[src/rtl/mire_wshb.sv]
// Wishbone master that paints a grid + per-frame colour test pattern into the frame buffer,
// one word per pixel in raster order, releasing cyc every BURST words to share the slave.
module mire_wshb #(
  parameter int HDISP = 800,
  parameter int VDISP = 480,
  parameter int BURST = 64,
  parameter int GRID  = 16
) (
  input  logic        sys_clk,
  input  logic        sys_rst,
  input  logic        enable,
  output logic        cyc,
  output logic        stb,
  output logic        we,
  output logic [31:0] adr,
  output logic [31:0] dat_ms,
  output logic [3:0]  sel,
  output logic [2:0]  cti,
  output logic [1:0]  bte,
  input  logic        ack,
  input  logic        err,
  input  logic        rty,
  output logic        frame_done,
  output logic [7:0]  frame_cnt
);

  localparam int XW = (HDISP > 1) ? $clog2(HDISP) : 1;
  localparam int YW = (VDISP > 1) ? $clog2(VDISP) : 1;
  localparam int BW = (BURST > 1) ? $clog2(BURST) : 1;
  localparam logic [XW-1:0] X_LAST     = XW'(HDISP - 1);
  localparam logic [YW-1:0] Y_LAST     = YW'(VDISP - 1);
  localparam logic [BW-1:0] BURST_LAST = BW'(BURST - 1);

  typedef enum logic [1:0] {IDLE, WRITE, PAUSE} state_t;

  state_t        state;
  logic [XW-1:0] x, nx, px;
  logic [YW-1:0] y, ny, py;
  logic [BW-1:0] burst_cnt;
  logic          last_pixel;
  logic [31:0]   word_adr, word_dat;

  // err/rty without ack leave the current word pending, so it is simply presented again.
  logic unused_resp;
  assign unused_resp = err | rty;

  assign cti = 3'b000;
  assign bte = 2'b00;

  function automatic logic [31:0] pix_adr(input logic [XW-1:0] fx, input logic [YW-1:0] fy);
    return (32'(fy) * 32'(HDISP) + 32'(fx)) << 2;
  endfunction

  function automatic logic [31:0] pix_dat(input logic [XW-1:0] fx, input logic [YW-1:0] fy,
                                          input logic [7:0] f);
    if (((32'(fx) & 32'(GRID - 1)) == 32'd0) || ((32'(fy) & 32'(GRID - 1)) == 32'd0))
      return 32'h00FF_FFFF;
    return {8'h00, f, 8'(fx), 8'(fy)};
  endfunction

  // While writing, the word to load next is the one after the pixel being acked;
  // when (re)starting a burst it is the pixel the counters already point at.
  always_comb begin
    last_pixel = (x == X_LAST) && (y == Y_LAST);
    nx = x;
    ny = y;
    if (x == X_LAST) begin
      nx = '0;
      ny = (y == Y_LAST) ? '0 : y + 1'b1;
    end else begin
      nx = x + 1'b1;
    end
    px = (state == WRITE) ? nx : x;
    py = (state == WRITE) ? ny : y;
    word_adr = pix_adr(px, py);
    word_dat = pix_dat(px, py, frame_cnt);
  end

  always_ff @(posedge sys_clk or posedge sys_rst) begin
    if (sys_rst) begin
      state      <= IDLE;
      x          <= '0;
      y          <= '0;
      burst_cnt  <= '0;
      frame_cnt  <= '0;
      frame_done <= 1'b0;
      cyc        <= 1'b0;
      stb        <= 1'b0;
      we         <= 1'b0;
      sel        <= 4'h0;
      adr        <= '0;
      dat_ms     <= '0;
    end else begin
      frame_done <= 1'b0;
      case (state)
        IDLE: begin
          if (enable) begin
            state  <= WRITE;
            cyc    <= 1'b1;
            stb    <= 1'b1;
            we     <= 1'b1;
            sel    <= 4'hF;
            adr    <= word_adr;
            dat_ms <= word_dat;
          end
        end
        WRITE: begin
          if (ack) begin
            if (last_pixel || burst_cnt == BURST_LAST) begin
              state     <= PAUSE;
              burst_cnt <= '0;
              cyc       <= 1'b0;
              stb       <= 1'b0;
              we        <= 1'b0;
              sel       <= 4'h0;
            end else begin
              burst_cnt <= burst_cnt + 1'b1;
              adr       <= word_adr;
              dat_ms    <= word_dat;
            end
            x <= nx;
            y <= ny;
            if (last_pixel) begin
              frame_cnt  <= frame_cnt + 8'd1;
              frame_done <= 1'b1;
            end
          end
        end
        PAUSE: begin
          // A frame in progress is always finished, whatever enable says.
          if (enable || x != '0 || y != '0) begin
            state  <= WRITE;
            cyc    <= 1'b1;
            stb    <= 1'b1;
            we     <= 1'b1;
            sel    <= 4'hF;
            adr    <= word_adr;
            dat_ms <= word_dat;
          end else begin
            state <= IDLE;
          end
        end
        default: state <= IDLE;
      endcase
    end
  end

endmodule

[config.mk]
export PLATFORM = sky130hd
export DESIGN_NAME = mire_wshb
export DESIGN_NICKNAME = d
export VERILOG_FILES = /design/src/rtl/mire_wshb.sv
export SDC_FILE = /design/constraint.sdc
export NUM_CORES = 1
export LEC_CHECK = 0
export CORE_MARGIN = 2
export CORE_UTILIZATION = 50
export CTS_BUF_LIST = sky130_fd_sc_hd__clkbuf_2
export DETAILED_ROUTE_END_ITERATION = 16
export GPL_ROUTABILITY_DRIVEN = 0
export GPL_TIMING_DRIVEN = 0
export HOLD_SLACK_MARGIN = 0.15
export PLACE_DENSITY = 0.79
export SYNTH_ARGS = -nofsm -noshare
export SYNTH_HDL_FRONTEND = slang
export SYNTH_SLANG_ARGS = --single-unit
[constraint.sdc]
create_clock -name sys_clk -period 5.05 [get_ports sys_clk]
set_input_delay 1.01 -clock sys_clk [delete_from_list [all_inputs] [get_ports sys_clk]]
set_output_delay 1.01 -clock sys_clk [all_outputs]
set_load 0.01 [all_outputs]
==> results.txt, run 1 <==
----------------------------------------------------
[Status]
  Status ... completed

[Cells and area]
  Area grow syn2layout ... 26.96%
  Finished Layout Cells ... approximately 820
  Commonest cells after routing, fill and taps aside ... dfrtp_1, clkdlybuf4s50_1, nand2_1, buf_4, ha_1
  Number of fill cells ... 811
  Most common cell after layout, fill and taps aside ... dfrtp_1
  Antenna diode instance count ... 0
  Final net count ... 733
  Fraction of layout instances using a drive strength above 1 ... 21.70%

[Yosys]
  Share of async-settable or async-resettable flops after synthesis ... 100.0%
  Avg Inst Size Synth ... between 9 and 10 sq um
  Area share of the largest cell type after synthesis ... approximately 38%
  Most used flip-flop cell after synthesis ... dfrtp_1
  Cell taking the most area after synthesis ... dfrtp_1
  Number of storage elements in the synthesis netlist ... 81
  Number of warning messages in the yosys log ... 0
  Post-synthesis sequential area ratio ... 37.59%
  Top post-synthesis cells by area ... dfrtp_1, ha_1, buf_4
  Summed instance area of the synthesized netlist ... 5393 sq um
  Post-Synthesis Cells ... 552
  Number of distinct library cells after synthesis ... ~80
  Number of synthesized flops with an enable pin ... 0

[Clock tree]
  Insertion delay to the later sink of the worst-skew pair ... 580 ps
  TritonCTS clock tree ... done
  Clock Tree Root ... clkbuf_2
  Maximum clock insertion buffer count ... 2
  Depth of the CTS H-tree ... 3
  Clk sinks ... roughly 80
  Number of buffers created by CTS ... 9
  Count of hold buffers inserted by post-cts repair ... 0
  Clock slew at the register clock pins of the worst setup and hold paths ... 270 ps

[Power and ir drop]
  Power per cell area ... 355.7 nW/um^2
  Peak ir drop on the vdd network ... 247.1 uV
  Clock share of power ... 18.1%
  Logic gate share of total power ... 43.0%
  Fraction of power spent switching nets ... 36.75%
  Net switching power ... 894.8 uW
  Reported leakage power ... 3.244 nW
  Share of total power in sequential cells ... between 30% and 40%
  Total internal power ... 1.540 mW

[Drt]
  DR iter-0 viols ... between 200 and 300
  Number of nets with antenna violations after routing ... 0
  Vias after detailed routing ... between 4000 and 5000
  Iteration count of the initial detailed-routing pass ... 5
  Total Wirelength ... 12760 um
  # DRC ... 0
  WL/cell ... 15.59 um
  Via density per instance ... 5.538

[STA]
  Final hold violation count ... 0
  Setup WS post-layout ... ~160 ps
  Timing-limited maximum frequency ... around 0.20 GHz
  Final min period ... 4894 ps
  Worst clock skew ... 30.67 ps
  Slew Limit Headroom ... 57.63%
  Part of the cycle the worst path needs ... 96.91%
  Slew Viols, Final ... 0
  Final setup fails ... 0
  Transition time at the pin with the least slew margin ... between 600 and 700 ps

[Global routing]
  Overall Global Routing Usage ... 21.89%
  Largest net degree at the start of global routing ... 46
  Global route total overflow ... 0
  Global-route wire length before repair ... between 20000 and 25000 um
  Number of global-route vias before repair ... 4179
  Antenna violations before repair ... 0

[Placement]
  Half-perimeter wire length after detailed placement ... 9221 um
  Port buffer count ... 63
  Number of placed instances with taps included ... 776
  Place WS ... -745.4 ps

[Job]
  Count of max-cap constraint violations ... 0

[Setup path]
  Arrival time at the worst endpoint ... 5360 ps
  Worst Path Class, Setup ... register to register
  Launching element type of the critical path ... register
  Data required time of the worst path ... 5510 ps
  CP Max Fanout ... 9
  Capturing element type of the critical path ... register

[Floorplan]
  Number of placed I/O pins ... 91
  Die X-Extent ... between 100 and 150 um
  Effective utilization at floorplan ... 51.77%
  Core Footprint ... ~10000 sq um
  Die area ... 11630 sq um
  Cell row count ... 37
  Vert. Die Dim ... 107.9 um

[Worst hold path]
  Worst min path class ... register to register

----------------------------------------------------
==> per-stage QoR <==
step                      instance area [sq um]  utilization (%)  power (mW)  hold slack (ps)  setup TNS, ps
after floorplan                            5483                -       1.528            448.4              0
after global placement                     6284            60.32       1.930            459.2          -2220
after detailed placement                   6306            60.54       1.970            463.2          -3152
after CTS                                  6584            63.21       2.415            506.9              0
after global routing                       6847            65.73       2.564            540.7         -189.8
final                                      6847            65.73       2.435            505.0              0
==> power groups by stage <==
stage / Clock (mW) / Sequential, mW / Combinational, mW
after global placement: 0 / 0.951 / 0.979
after floorplan: 0 / 0.998 / 0.531
after global routing: 0.466 / 0.966 / 1.13
after detailed placement: 0 / 0.961 / 1.01
after CTS: 0.441 / 0.942 / 1.03
final: 0.440 / 0.948 / 1.05
==> Yosys cell counts, types with 12 or more instances <==
| library cell | number |
|---|---|
| ha_1 | 45 |
| buf_4 | 35 |
| inv_1 | 22 |
| xnor2_1 | 20 |
| a21oi_1 | 19 |
| o21ai_0 | 38 |
| o22a_1 | 12 |
| nand2_1 | 62 |
| dfrtp_1 | 81 |
| nand3_1 | 14 |
| xor2_1 | 13 |
| nor2_1 | 39 |
==> metal layers <==
metal | share of wire [%] | vias up | GRT usage (%)
met5 | 0 | - | 0
met4 | 1.8 | 0 | 6.593
met3 | 4.4 | 20 | 2.906
met2 | 50 | 146 | 36.88
met1 | 44 | 2200 | 29.36
li1 | - | 2164 | -
==> kinds of logic after synthesis <==
family                     synth area share, %
adders and majority gates                12.30
xor gates and xnor gates                 5.360
AOI/OAI and AO/OA                        18.47
muxes                                   0.7888
DFF                                      37.59
and+or+nand+nor                          16.45
buffers and inverters                    8.979
other                                  0.06954
==> path summary, 6_finish.rpt <==
kind / from / end / slack, ps / cells past startpoint
max in group asynchronous: sys_rst / adr[21] / 3670 / 3
max reg2reg: x[0] / adr[19] / 160 / 20
min: adr[7] / adr[7] / 510 / 2
max: x[0] / adr[19] / 160 / 20
min in group asynchronous: sys_rst / adr[4] / 770 / 2
min reg2reg: adr[7] / adr[7] / 510 / 2
==> area by class of cell <==
cell class	instances	area (sq um)	area share, %
well taps	136	170.2	2.485
inverters	22	85.08	1.243
clock buffers	9	45.04	0.6579
clock inverters	7	106.4	1.553
flip-flops and latches	81	2027	29.61
multi-input cells	420	3162	46.18
repair buffers	91	853.3	12.46
plain buffers	52	397.9	5.811
==> flip-flops by register name, indices dropped and copies added, names as in the netlist <==
signal,count
dat_ms,24
adr,20
x,10
y,9
frame_cnt,8
burst_cnt,6
state,2
frame_done,1
sel,1
==> critical path: stages, from the launching register on <==
cell,delay [ps]
dfrtp_1,470
ha_4,170
and4_1,200
buf_6,130
nand3_4,160
nor2_4,160
o21ai_0,110
a22oi_2,210
inv_1,130
ha_1,330
ha_1,280
inv_1,50
fa_1,530
inv_1,40
ha_2,380
o21ai_2,110
or4b_4,510
o2111ai_4,120
nand4_1,190
o21a_1,220
o31a_1,270
==> timing repair <==
action,CTS,global route
setup endpoints to repair,7,6
buffers inserted,7,20
pin swaps,5,6
gates cloned,0,0
gates resized for setup,16,19
(Power assumes the default switching activity.)
==> inputs of run 2 (changes only) <==
--- a/config.mk
+++ b/config.mk
@@ -5,6 +5,7 @@
 export SDC_FILE = /design/constraint.sdc
 export NUM_CORES = 1
 export LEC_CHECK = 0
+export CORE_ASPECT_RATIO = 0.6
 export CORE_MARGIN = 2
 export CORE_UTILIZATION = 50
 export CTS_BUF_LIST = sky130_fd_sc_hd__clkbuf_2
==> run 2 against run 1 <==
  * Count of clock-buffer cells in the layout unchanged
  * Sequential cell count unchanged
  * Sequential share of layout area up 0.054 points
  * Critical path depth down 1
  * Worst setup slack better by 55 ps
  * Clock power up 3%
  * Non-clock buffer count down 9
  * Hold slack worse by 8.8 ps
  * Die area up 0.24%
  * Register-to-register slack better by 50 ps
  * Global-route usage up 2.3 points
  * Routed wire length up 10%
  * Critical endpoint is now adr[21]
==> results.txt, run 2 (synthesized netlist as in run 1, its figures left out) <==
----------------------------------------------------
[Status]
  Status ... completed

[Global routing]
  Overall Global Routing Usage ... 24.18%
  Global route total overflow ... 0
  Number of global-route vias before repair ... 4402
  Largest net degree at the start of global routing ... 62
  Global-route wire length before repair ... 22630 um
  Antenna violations before repair ... 0

[STA]
  Final setup fails ... 0
  Part of the cycle the worst path needs ... 95.83%
  Timing-limited maximum frequency ... 0.2066 GHz
  Worst clock skew ... ~32 ps
  Final min period ... 4839 ps
  Setup WS post-layout ... about 210 ps
  Final hold violation count ... 0
  Slew Viols, Final ... 0
  Transition time at the pin with the least slew margin ... 633.4 ps
  Slew Limit Headroom ... ~58%

[Cells and area]
  Final net count ... 724
  Area grow syn2layout ... 26.73%
  Number of fill cells ... between 800 and 900
  Largest registers ... dat_ms (24), adr (20), x (10)
  Finished Layout Cells ... 811
  Fraction of layout instances using a drive strength above 1 ... 21.58%
  Most common cell after layout, fill and taps aside ... dfrtp_1
  Flip-flop count of the largest register, all copies and words added ... 24
  Commonest cells after routing, fill and taps aside ... dfrtp_1, clkdlybuf4s50_1, nand2_1
  Most flop-heavy register ... dat_ms
  Antenna diode instance count ... 0
  Core utilization of the finished layout ... between 60% and 70%

[Setup path]
  Cell mode on critical path ... ha_1
  Arrival time at the worst endpoint ... 5390 ps
  Launching element type of the critical path ... register
  Slowest library cell on the worst path ... fa_2
  Number of cells traversed by the worst register-to-register path ... 19
  WP buf/inv ... 4
  Worst setup path endpoint ... adr[21]
  Crit-path max cell delay ... 460 ps
  Worst Path Class, Setup ... register to register
  Cell Chain, Critical Path ... ha_2, and4_1, buf_6, and3_4, nand2_1, mux2i_2, inv_1, ha_1, ha_1, ha_1, fa_2, a211oi_4, buf_4, o211ai_1, o2111ai_2, nand4_1, buf_4, nor4_2, a22o_1
  CP Max Fanout ... 6
  Capturing element type of the critical path ... register
  Data required time of the worst path ... 5600 ps
  Top delay family on crit path ... adder cells
  FF-to-FF Start ... x[0]
  Number of cells on the critical path ... 19
  Critical path origin ... x[0]
  RR Endpoint ... adr[21]
  Slack of the worst reg-to-reg path ... 210 ps

[Clock tree]
  TritonCTS clock tree ... done
  Clock Tree Root ... clkbuf_2
  Number of buffers created by CTS ... 9
  Depth of the CTS H-tree ... 3
  Clock slew at the register clock pins of the worst setup and hold paths ... 240 ps
  Clk sinks ... slightly above 80
  Count of hold buffers inserted by post-cts repair ... 0
  Maximum clock insertion buffer count ... 2
  Insertion delay to the later sink of the worst-skew pair ... 580 ps

[Drt]
  WL/cell ... 17.36 um
  Iteration count of the initial detailed-routing pass ... 6
  Via density per instance ... 5.732
  DR iter-0 viols ... around 540
  # DRC ... 0
  Number of nets with antenna violations after routing ... 0
  Vias after detailed routing ... 4649
  Total Wirelength ... 14080 um

[Power and ir drop]
  Peak ir drop on the vdd network ... 289.7 uV
  Total power draw ... 2.444 mW
  Reported leakage power ... approximately 3.2 nW
  Power per cell area ... 357.6 nW/um^2

[Floorplan]
  Die X-Extent ... 138.1 um
  Die area ... between 10000 and 15000 sq um
  Vert. Die Dim ... 84.45 um
  Effective utilization at floorplan ... between 50% and 60%
  Number of placed I/O pins ... 91
  Cell row count ... 29
  Core Footprint ... about 11000 sq um

[Placement]
  Number of placed instances with taps included ... 779
  Port buffer count ... 63
  Place WS ... -943.8 ps
  Half-perimeter wire length after detailed placement ... 10170 um

[Worst hold path]
  Number of cells on the worst hold path ... 1
  Worst min path class ... register to register

[Job]
  Count of max-cap constraint violations ... 0

----------------------------------------------------
-- run 2: report_power, final --
part | total [mW] | switching [mW] | internal (mW)
combinational | 1.04 | 0.511 | 0.532
sequential | 0.946 | 0.125 | 0.821
clock | 0.455 | 0.241 | 0.214
-- run 2: cell type report --
| class | instances | area (sq um) | area share (%) |
|---|---|---|---|
| flip-flops and latches | 81 | 2027 | 29.66 |
| multi-input cells | 420 | 3196 | 46.76 |
| clock buffers | 9 | 45.04 | 0.6591 |
| clock inverters | 6 | 116.4 | 1.703 |
| inverters | 22 | 85.08 | 1.245 |
| plain buffers | 52 | 397.9 | 5.822 |
| repair buffers | 82 | 793.3 | 11.61 |
| well taps | 139 | 173.9 | 2.545 |
-- run 2: timing repair --
action,4_1_cts,5_1_grt
resized for setup,20,25
pin swaps,6,7
setup buffers,11,7
endpoints found under the setup margin,7,6
-- run 2: metrics by stage --
stage	hold WS (ps)	area, sq um	TNS (ps)
global placement	458.0	6287	-2640
detailed placement	471.0	6317	-3496
global route	542.4	6834	-95.24
CTS	498.2	6658	-0.9730
floorplan	448.4	5483	0
finish	496.2	6834	0
-- run 2: routing by layer --
layer / wire length (um) / track usage [%]
met1: 6436 / 34.72
met2: 6219 / 36.23
met3: 1229 / 6.788
met4: 191 / 6.308
met5: 0 / 0
-- run 2: how the worst min path moves through the flow --
stage               slack (ps)         start           end
finish                     500  burst_cnt[5]  burst_cnt[5]
CTS                        500  burst_cnt[5]  burst_cnt[5]
global placement           460        adr[8]        adr[8]
floorplan                  450  burst_cnt[5]  burst_cnt[5]
detailed placement         470  burst_cnt[5]  burst_cnt[5]
global route               540  burst_cnt[5]  burst_cnt[5]
